[src/rtl/bus_dma_arbiter.sv]
// RAM port arbiter between the CPU bus and NREQ DMA masters.
// Round-robin grants, bounded bursts and a minimum CPU window after each burst.
module bus_dma_arbiter #(
    parameter int unsigned NREQ    = 2,
    parameter int unsigned BURST   = 4,
    parameter int unsigned CPU_MIN = 1
) (
    input  logic               clk,
    input  logic               reset,
    input  logic               bus_arbitrate,
    input  logic [21:0]        bus_addr,
    input  logic [15:0]        bus_data_in,
    input  logic               bus_rd,
    input  logic               bus_wr,
    input  logic               bus_byte_op,
    input  logic               cpu_ram_access,
    input  logic [NREQ-1:0]    dma_req,
    input  logic [NREQ*18-1:0] dma_addr,
    input  logic [NREQ*16-1:0] dma_data,
    input  logic [NREQ-1:0]    dma_rd,
    input  logic [NREQ-1:0]    dma_wr,
    output logic               bus_ack,
    output logic [NREQ-1:0]    dma_ack,
    output logic [21:0]        ram_addr,
    output logic [15:0]        ram_data_out,
    output logic               ram_rd,
    output logic               ram_wr,
    output logic               ram_byte_op
);

    localparam int unsigned PW  = (NREQ > 1) ? $clog2(NREQ) : 1;
    localparam int unsigned CW  = 4;
    localparam int unsigned AW  = 22;
    localparam int unsigned DAW = 18;
    localparam int unsigned DW  = 16;

    typedef enum logic {
        ST_CPU = 1'b0,
        ST_DMA = 1'b1
    } state_e;

    state_e          state_q, state_d;
    logic            bus_ack_q, bus_ack_d;
    logic [NREQ-1:0] dma_ack_q, dma_ack_d;
    logic [PW-1:0]   last_q, last_d;
    logic [CW-1:0]   burst_cnt_q, burst_cnt_d;
    logic [CW-1:0]   hold_cnt_q, hold_cnt_d;

    logic            win_found;
    logic [PW-1:0]   win_idx;

    // Candidate k steps past the last winner, wrapping modulo NREQ.
    function automatic logic [PW-1:0] rr_idx(input logic [PW-1:0] last, input int unsigned k);
        int unsigned s;
        s = (32'(last) + 32'd1 + k) % NREQ;
        return PW'(s);
    endfunction

    always_comb begin
        win_found = 1'b0;
        win_idx   = '0;
        for (int unsigned k = 0; k < NREQ; k++) begin
            if (!win_found && dma_req[rr_idx(last_q, k)]) begin
                win_found = 1'b1;
                win_idx   = rr_idx(last_q, k);
            end
        end
    end

    always_ff @(posedge clk or posedge reset) begin
        if (reset) begin
            state_q     <= ST_CPU;
            bus_ack_q   <= 1'b1;
            dma_ack_q   <= '0;
            last_q      <= PW'(NREQ - 1);
            burst_cnt_q <= '0;
            hold_cnt_q  <= '0;
        end else begin
            state_q     <= state_d;
            bus_ack_q   <= bus_ack_d;
            dma_ack_q   <= dma_ack_d;
            last_q      <= last_d;
            burst_cnt_q <= burst_cnt_d;
            hold_cnt_q  <= hold_cnt_d;
        end
    end

    // The current owner is always last_q while in ST_DMA.
    always_comb begin
        state_d     = state_q;
        bus_ack_d   = bus_ack_q;
        dma_ack_d   = dma_ack_q;
        last_d      = last_q;
        burst_cnt_d = burst_cnt_q;
        hold_cnt_d  = hold_cnt_q;
        unique case (state_q)
            ST_CPU: begin
                if (hold_cnt_q != '0) begin
                    hold_cnt_d = hold_cnt_q - CW'(1);
                end else if (win_found && bus_arbitrate) begin
                    state_d            = ST_DMA;
                    bus_ack_d          = 1'b0;
                    dma_ack_d          = '0;
                    dma_ack_d[win_idx] = 1'b1;
                    last_d             = win_idx;
                    burst_cnt_d        = CW'(BURST - 1);
                end
            end
            ST_DMA: begin
                if (!dma_req[last_q] || burst_cnt_q == '0) begin
                    state_d    = ST_CPU;
                    bus_ack_d  = 1'b1;
                    dma_ack_d  = '0;
                    hold_cnt_d = CW'(CPU_MIN - 1);
                end else begin
                    burst_cnt_d = burst_cnt_q - CW'(1);
                end
            end
            default: begin
                state_d   = ST_CPU;
                bus_ack_d = 1'b1;
                dma_ack_d = '0;
            end
        endcase
    end

    // RAM mux driven only by the registered grant, so a non-owner can never strobe RAM.
    always_comb begin
        ram_addr     = bus_addr;
        ram_data_out = bus_data_in;
        ram_rd       = bus_rd & cpu_ram_access;
        ram_wr       = bus_wr & cpu_ram_access;
        ram_byte_op  = bus_byte_op;
        if (!bus_ack_q) begin
            ram_addr     = '0;
            ram_data_out = '0;
            ram_rd       = 1'b0;
            ram_wr       = 1'b0;
            ram_byte_op  = 1'b0;
            for (int unsigned i = 0; i < NREQ; i++) begin
                if (dma_ack_q[i]) begin
                    ram_addr     = {4'b0000, dma_addr[DAW*i +: DAW]};
                    ram_data_out = dma_data[DW*i +: DW];
                    ram_rd       = dma_rd[i];
                    ram_wr       = dma_wr[i];
                end
            end
        end
    end

    assign bus_ack = bus_ack_q;
    assign dma_ack = dma_ack_q;

endmodule
[config.mk]
export PLATFORM = sky130hd
export DESIGN_NAME = bus_dma_arbiter
export DESIGN_NICKNAME = d
export VERILOG_FILES = /design/src/rtl/bus_dma_arbiter.sv
export SDC_FILE = /design/constraint.sdc
export NUM_CORES = 1
export LEC_CHECK = 0
export ABC_CLOCK_PERIOD_IN_PS = 3500
export CAP_MARGIN = 20
export CORE_AREA = 2 2 71 89
export CTS_CLUSTER_DIAMETER = 50
export DETAILED_ROUTE_END_ITERATION = 6
export DIE_AREA = 0 0 73 91
export PLACE_DENSITY = 0.72
export SYNTH_ARGS = -nofsm -noshare
export SYNTH_HDL_FRONTEND = slang
export SYNTH_SLANG_ARGS = --single-unit
export TNS_END_PERCENT = 5
[constraint.sdc]
create_clock -name clk -period 3.5 [get_ports clk]
set_clock_uncertainty 0.2 [all_clocks]
set_input_delay 0.35 -clock clk [delete_from_list [all_inputs] [get_ports clk]]
set_output_delay 0.35 -clock clk [all_outputs]
set_load 0.01 [all_outputs]
==> qor.txt <==
Result of the run - finished clean
Synth warnings - 0
Worst endpoint required time - 2.95 ns
Weighted congestion reported at the end of routability-driven placement - 0.847
Gate Count Post-Synth - 201
Post-synthesis instance area - 0.00141 mm²
Area enclosed by the die boundary - 0.00664 mm²
Total of hold buffers inserted after clock tree synthesis - 0
Post-DRT Antenna Nets - 0
PwrDens - 577 mW/mm²
Number of input and output port buffers inserted - 162
Setup TNS - 0 ns
Worst IR Drop VDD - 0.381 mV
Sum of buffers and inverters on the critical path - 2
Vias/cell - 5.12
Number of remaining DRC errors - 0
Die X-Extent - 73 µm
Post-CTS setup repair buffer count - 0
Height of the die - 91 µm
Family of cells with the greatest summed delay on the critical path - buffers and inverters
Transition at the pin with the smallest max-transition slack - 0.595 ns
Number of primary I/O pins - 163
Number of levels in the clock H-tree - 1
Number of distinct standard cells referenced by the synthesized netlist - 40
Final setup violation count - 0
Vias post-DR - 2141
First-pass GRT wire length - 10700 µm
Core ar. - 0.00578 mm²
Vias in the first global route - 1996
First element of the critical path - bus_ack
Share of post-route cells with drive strength above 1 - 4.26%
Maximum achievable frequency - 354 MHz
Total Routing Usage GR - 20.9%
Final routed wirelength across all metal layers - 7420 µm
Leakage power total - 1.22 nW
Worst-case clock buffer depth - 2
Placement Rows - 31
Area taken by multi-input logic gates - 982 µm²
Number of violations of the max-capacitance limit - 0
Fraction of registers with async set/reset - 100%
Largest net degree at the start of global routing - 40
R2r startpoint - hold_cnt_q[0]
Sink count of the clock tree - 13
Clock buffers created by TritonCTS - 3
Maximum single-stage delay on the critical path - 0.92 ns
PostCTS Resize Cnt - 0
Share of the clock period used by the worst path after layout - 80.8%
Max-slew violations - 0
Critical-path cell with the highest stage delay - sky130_fd_sc_hd__dfstp_2
Total half-perimeter wirelength after legalization and detailed placement - 5940 µm
Per-cell routed wire length - 17.8 µm
Startpoint kind of the worst setup timing path - flop
Count of endpoints failing hold in the final timing report - 0
Minimum period implied by the final worst setup slack - 2.83 ns
Worst setup EP type - output port
Worst-skew pair later-pin latency - 0.25 ns
Number of non-filler instances in the completed layout - 418
Headroom to the max-slew limit - 60.4%
Share of synthesized area occupied by flip-flops and latches - 23.3%
Layout area overhead - 121%
Final nets - 475
Sequential cell area in the final layout - 328 µm²
Crit path cell chain - buf_4 -> nand2_1 -> o21ai_0 -> clkdlybuf4s50_1
Filler cells - 563
Placed Cells - 414
Synthesized area per cell - 7.00 µm²
RSZ-0062 raised after global routing - false
Effective utilization at floorplan - 24.4%
Number of flops mapped to enable cells by yosys - 0
Flip-flop and latch count after synthesis - 13
Number of DRC markers in iteration 0 - 94
Max FO, Critical Path - 39
Total global routing overflow - 0
Worst setup path category - flop to output port
Top FF cell, synth - sky130_fd_sc_hd__dfrtp_1
Worst path arrival time - 2.28 ns
Clock transition at the registers of the reported paths - 0.06 ns
Synthesized Nets - 323
Buffer cell driving the clock tree root - sky130_fd_sc_hd__clkbuf_8
Worst min path class - primary input to async pin
Number of antenna violations at the first check in global routing - 0
Iteration count of the initial detailed-routing pass - 4
CTS tree - yes
Antenna diode instance count - 0
[path summary, 6_finish.rpt]
check / endpoint / slack, ns / cells after the start
worst min-delay path: hold_cnt_q[1] / 0.24 / 2
worst max register to register: dma_ack[0] / 1.59 / 5
worst min register to register: burst_cnt_q[3] / 0.28 / 1
min in group clk: burst_cnt_q[3] / 0.28 / 1
worst max-delay path: ram_data_out[13] / 0.67 / 4
max in group asynchronous: last_q / 2.51 / 2
[worst reg2reg max path: stages (launching register included)]
cell and delay [ns]:
sky130_fd_sc_hd__dfrtp_1 0.39, sky130_fd_sc_hd__inv_1 0.09, sky130_fd_sc_hd__ha_1 0.23, sky130_fd_sc_hd__nor4b_2 0.50
sky130_fd_sc_hd__nand2_1 0.19, sky130_fd_sc_hd__o22ai_1 0.23
[cells in the final DEF, fill, tap and decap left out, drive strengths merged]
cell / n
clkdlybuf4s50: 162
o21ai: 43
nand2: 39
a22oi: 33
dfrtp: 11
inv: 6
a21oi: 5
and2: 5
mux2i: 4
nand4: 4
buf: 4
clkbuf: 4
ha: 3
nand3: 3
nor2: 2
a221oi: 2
dfstp: 2
a21boi: 2
or3b: 1
mux2: 1
a32oi: 1
nor4b: 1
o21a: 1
or4b: 1
nor3b: 1
or3: 1
or4: 1
nand3b: 1
nor3: 1
nor2b: 1
and3b: 1
a21o: 1
o22ai: 1
xnor2: 1
a31oi: 1
o32ai: 1
[cell type report]
type                            count  area share [%]
Sequential cell                    13            10.5
Clock buffer                        4            1.45
Multi-Input combinational cell    163            31.6
Inverter                            6           0.724
Tap cell                           66            2.65
Timing Repair Buffer              166            53.1
[flip-flops by register name (all words and copies together) (netlist names)]
register,cells
burst_cnt_q,4
bus_ack,1
dma_ack,2
hold_cnt_q,4
last_q,1
state_q,1
[cells by family (layout without fill, tap and decap cells)]
| kind of cell | count (synthesis) | count (layout) | synth area share, % |
|---|---|---|---|
| simple gates | 63 | 63 | 22.2 |
| mux | 5 | 5 | 3.64 |
| xor+xnor | 1 | 1 | 0.622 |
| fa+ha+maj | 3 | 3 | 2.67 |
| flops | 13 | 13 | 23.3 |
| buf+inv | 25 | 176 | 7.11 |
| compound gates | 91 | 91 | 40.4 |
[Yosys cell counts (2+ instances only)]
cell                        n  area, µm²
sky130_fd_sc_hd__a21oi_1    5       25.0
sky130_fd_sc_hd__a221oi_1   2       17.5
sky130_fd_sc_hd__a22oi_1   33        248
sky130_fd_sc_hd__and2_1     5       31.3
sky130_fd_sc_hd__buf_1      3       11.3
sky130_fd_sc_hd__buf_2      4       20.0
sky130_fd_sc_hd__clkbuf_1  11       41.3
sky130_fd_sc_hd__dfrtp_1   11        275
sky130_fd_sc_hd__dfstp_2    2       52.6
sky130_fd_sc_hd__ha_1       3       37.5
sky130_fd_sc_hd__inv_1      6       22.5
sky130_fd_sc_hd__mux2i_1    4       40.0
sky130_fd_sc_hd__nand2_1   39        146
sky130_fd_sc_hd__nand3_1    2       10.0
sky130_fd_sc_hd__nand4_1    4       25.0
sky130_fd_sc_hd__nor2_1     2       7.51
sky130_fd_sc_hd__o21ai_0   42        210
[per-layer routing]
| layer | vias to the layer above | routed length, µm | track usage [%] |
|---|---|---|---|
| met5 | - | 0 | 0 |
| met4 | 0 | 139 | 5.40 |
| met3 | 10 | 733 | 5.66 |
| met2 | 122 | 3410 | 33.7 |
| met1 | 964 | 3140 | 27.2 |
| li1 | 1045 | - | - |
[through the flow]
stage               total power [W]  util [%]  hold WS [ns]  setup slack (ns)  instance area (µm²)
floorplan                  0.000932         -        0.0255              1.58                 1410
detailed placement          0.00166      53.1         0.269             0.952                 3070
CTS                         0.00181      53.8         0.256             0.668                 3110
global placement            0.00165      53.1         0.253             0.984                 3070
finish                      0.00179      53.8         0.236             0.672                 3110
global route                0.00192      53.8         0.293             0.546                 3110
[power by group]
group	internal, W	switching (W)	leakage [nW]
Combinational	0.000727	0.000625	1.03
Clock	0.0000806	0.0000580	0.0228
Sequential	0.000202	0.000102	0.163
Total	0.00101	0.000785	1.22
Power figures use the tool's default switching activity.
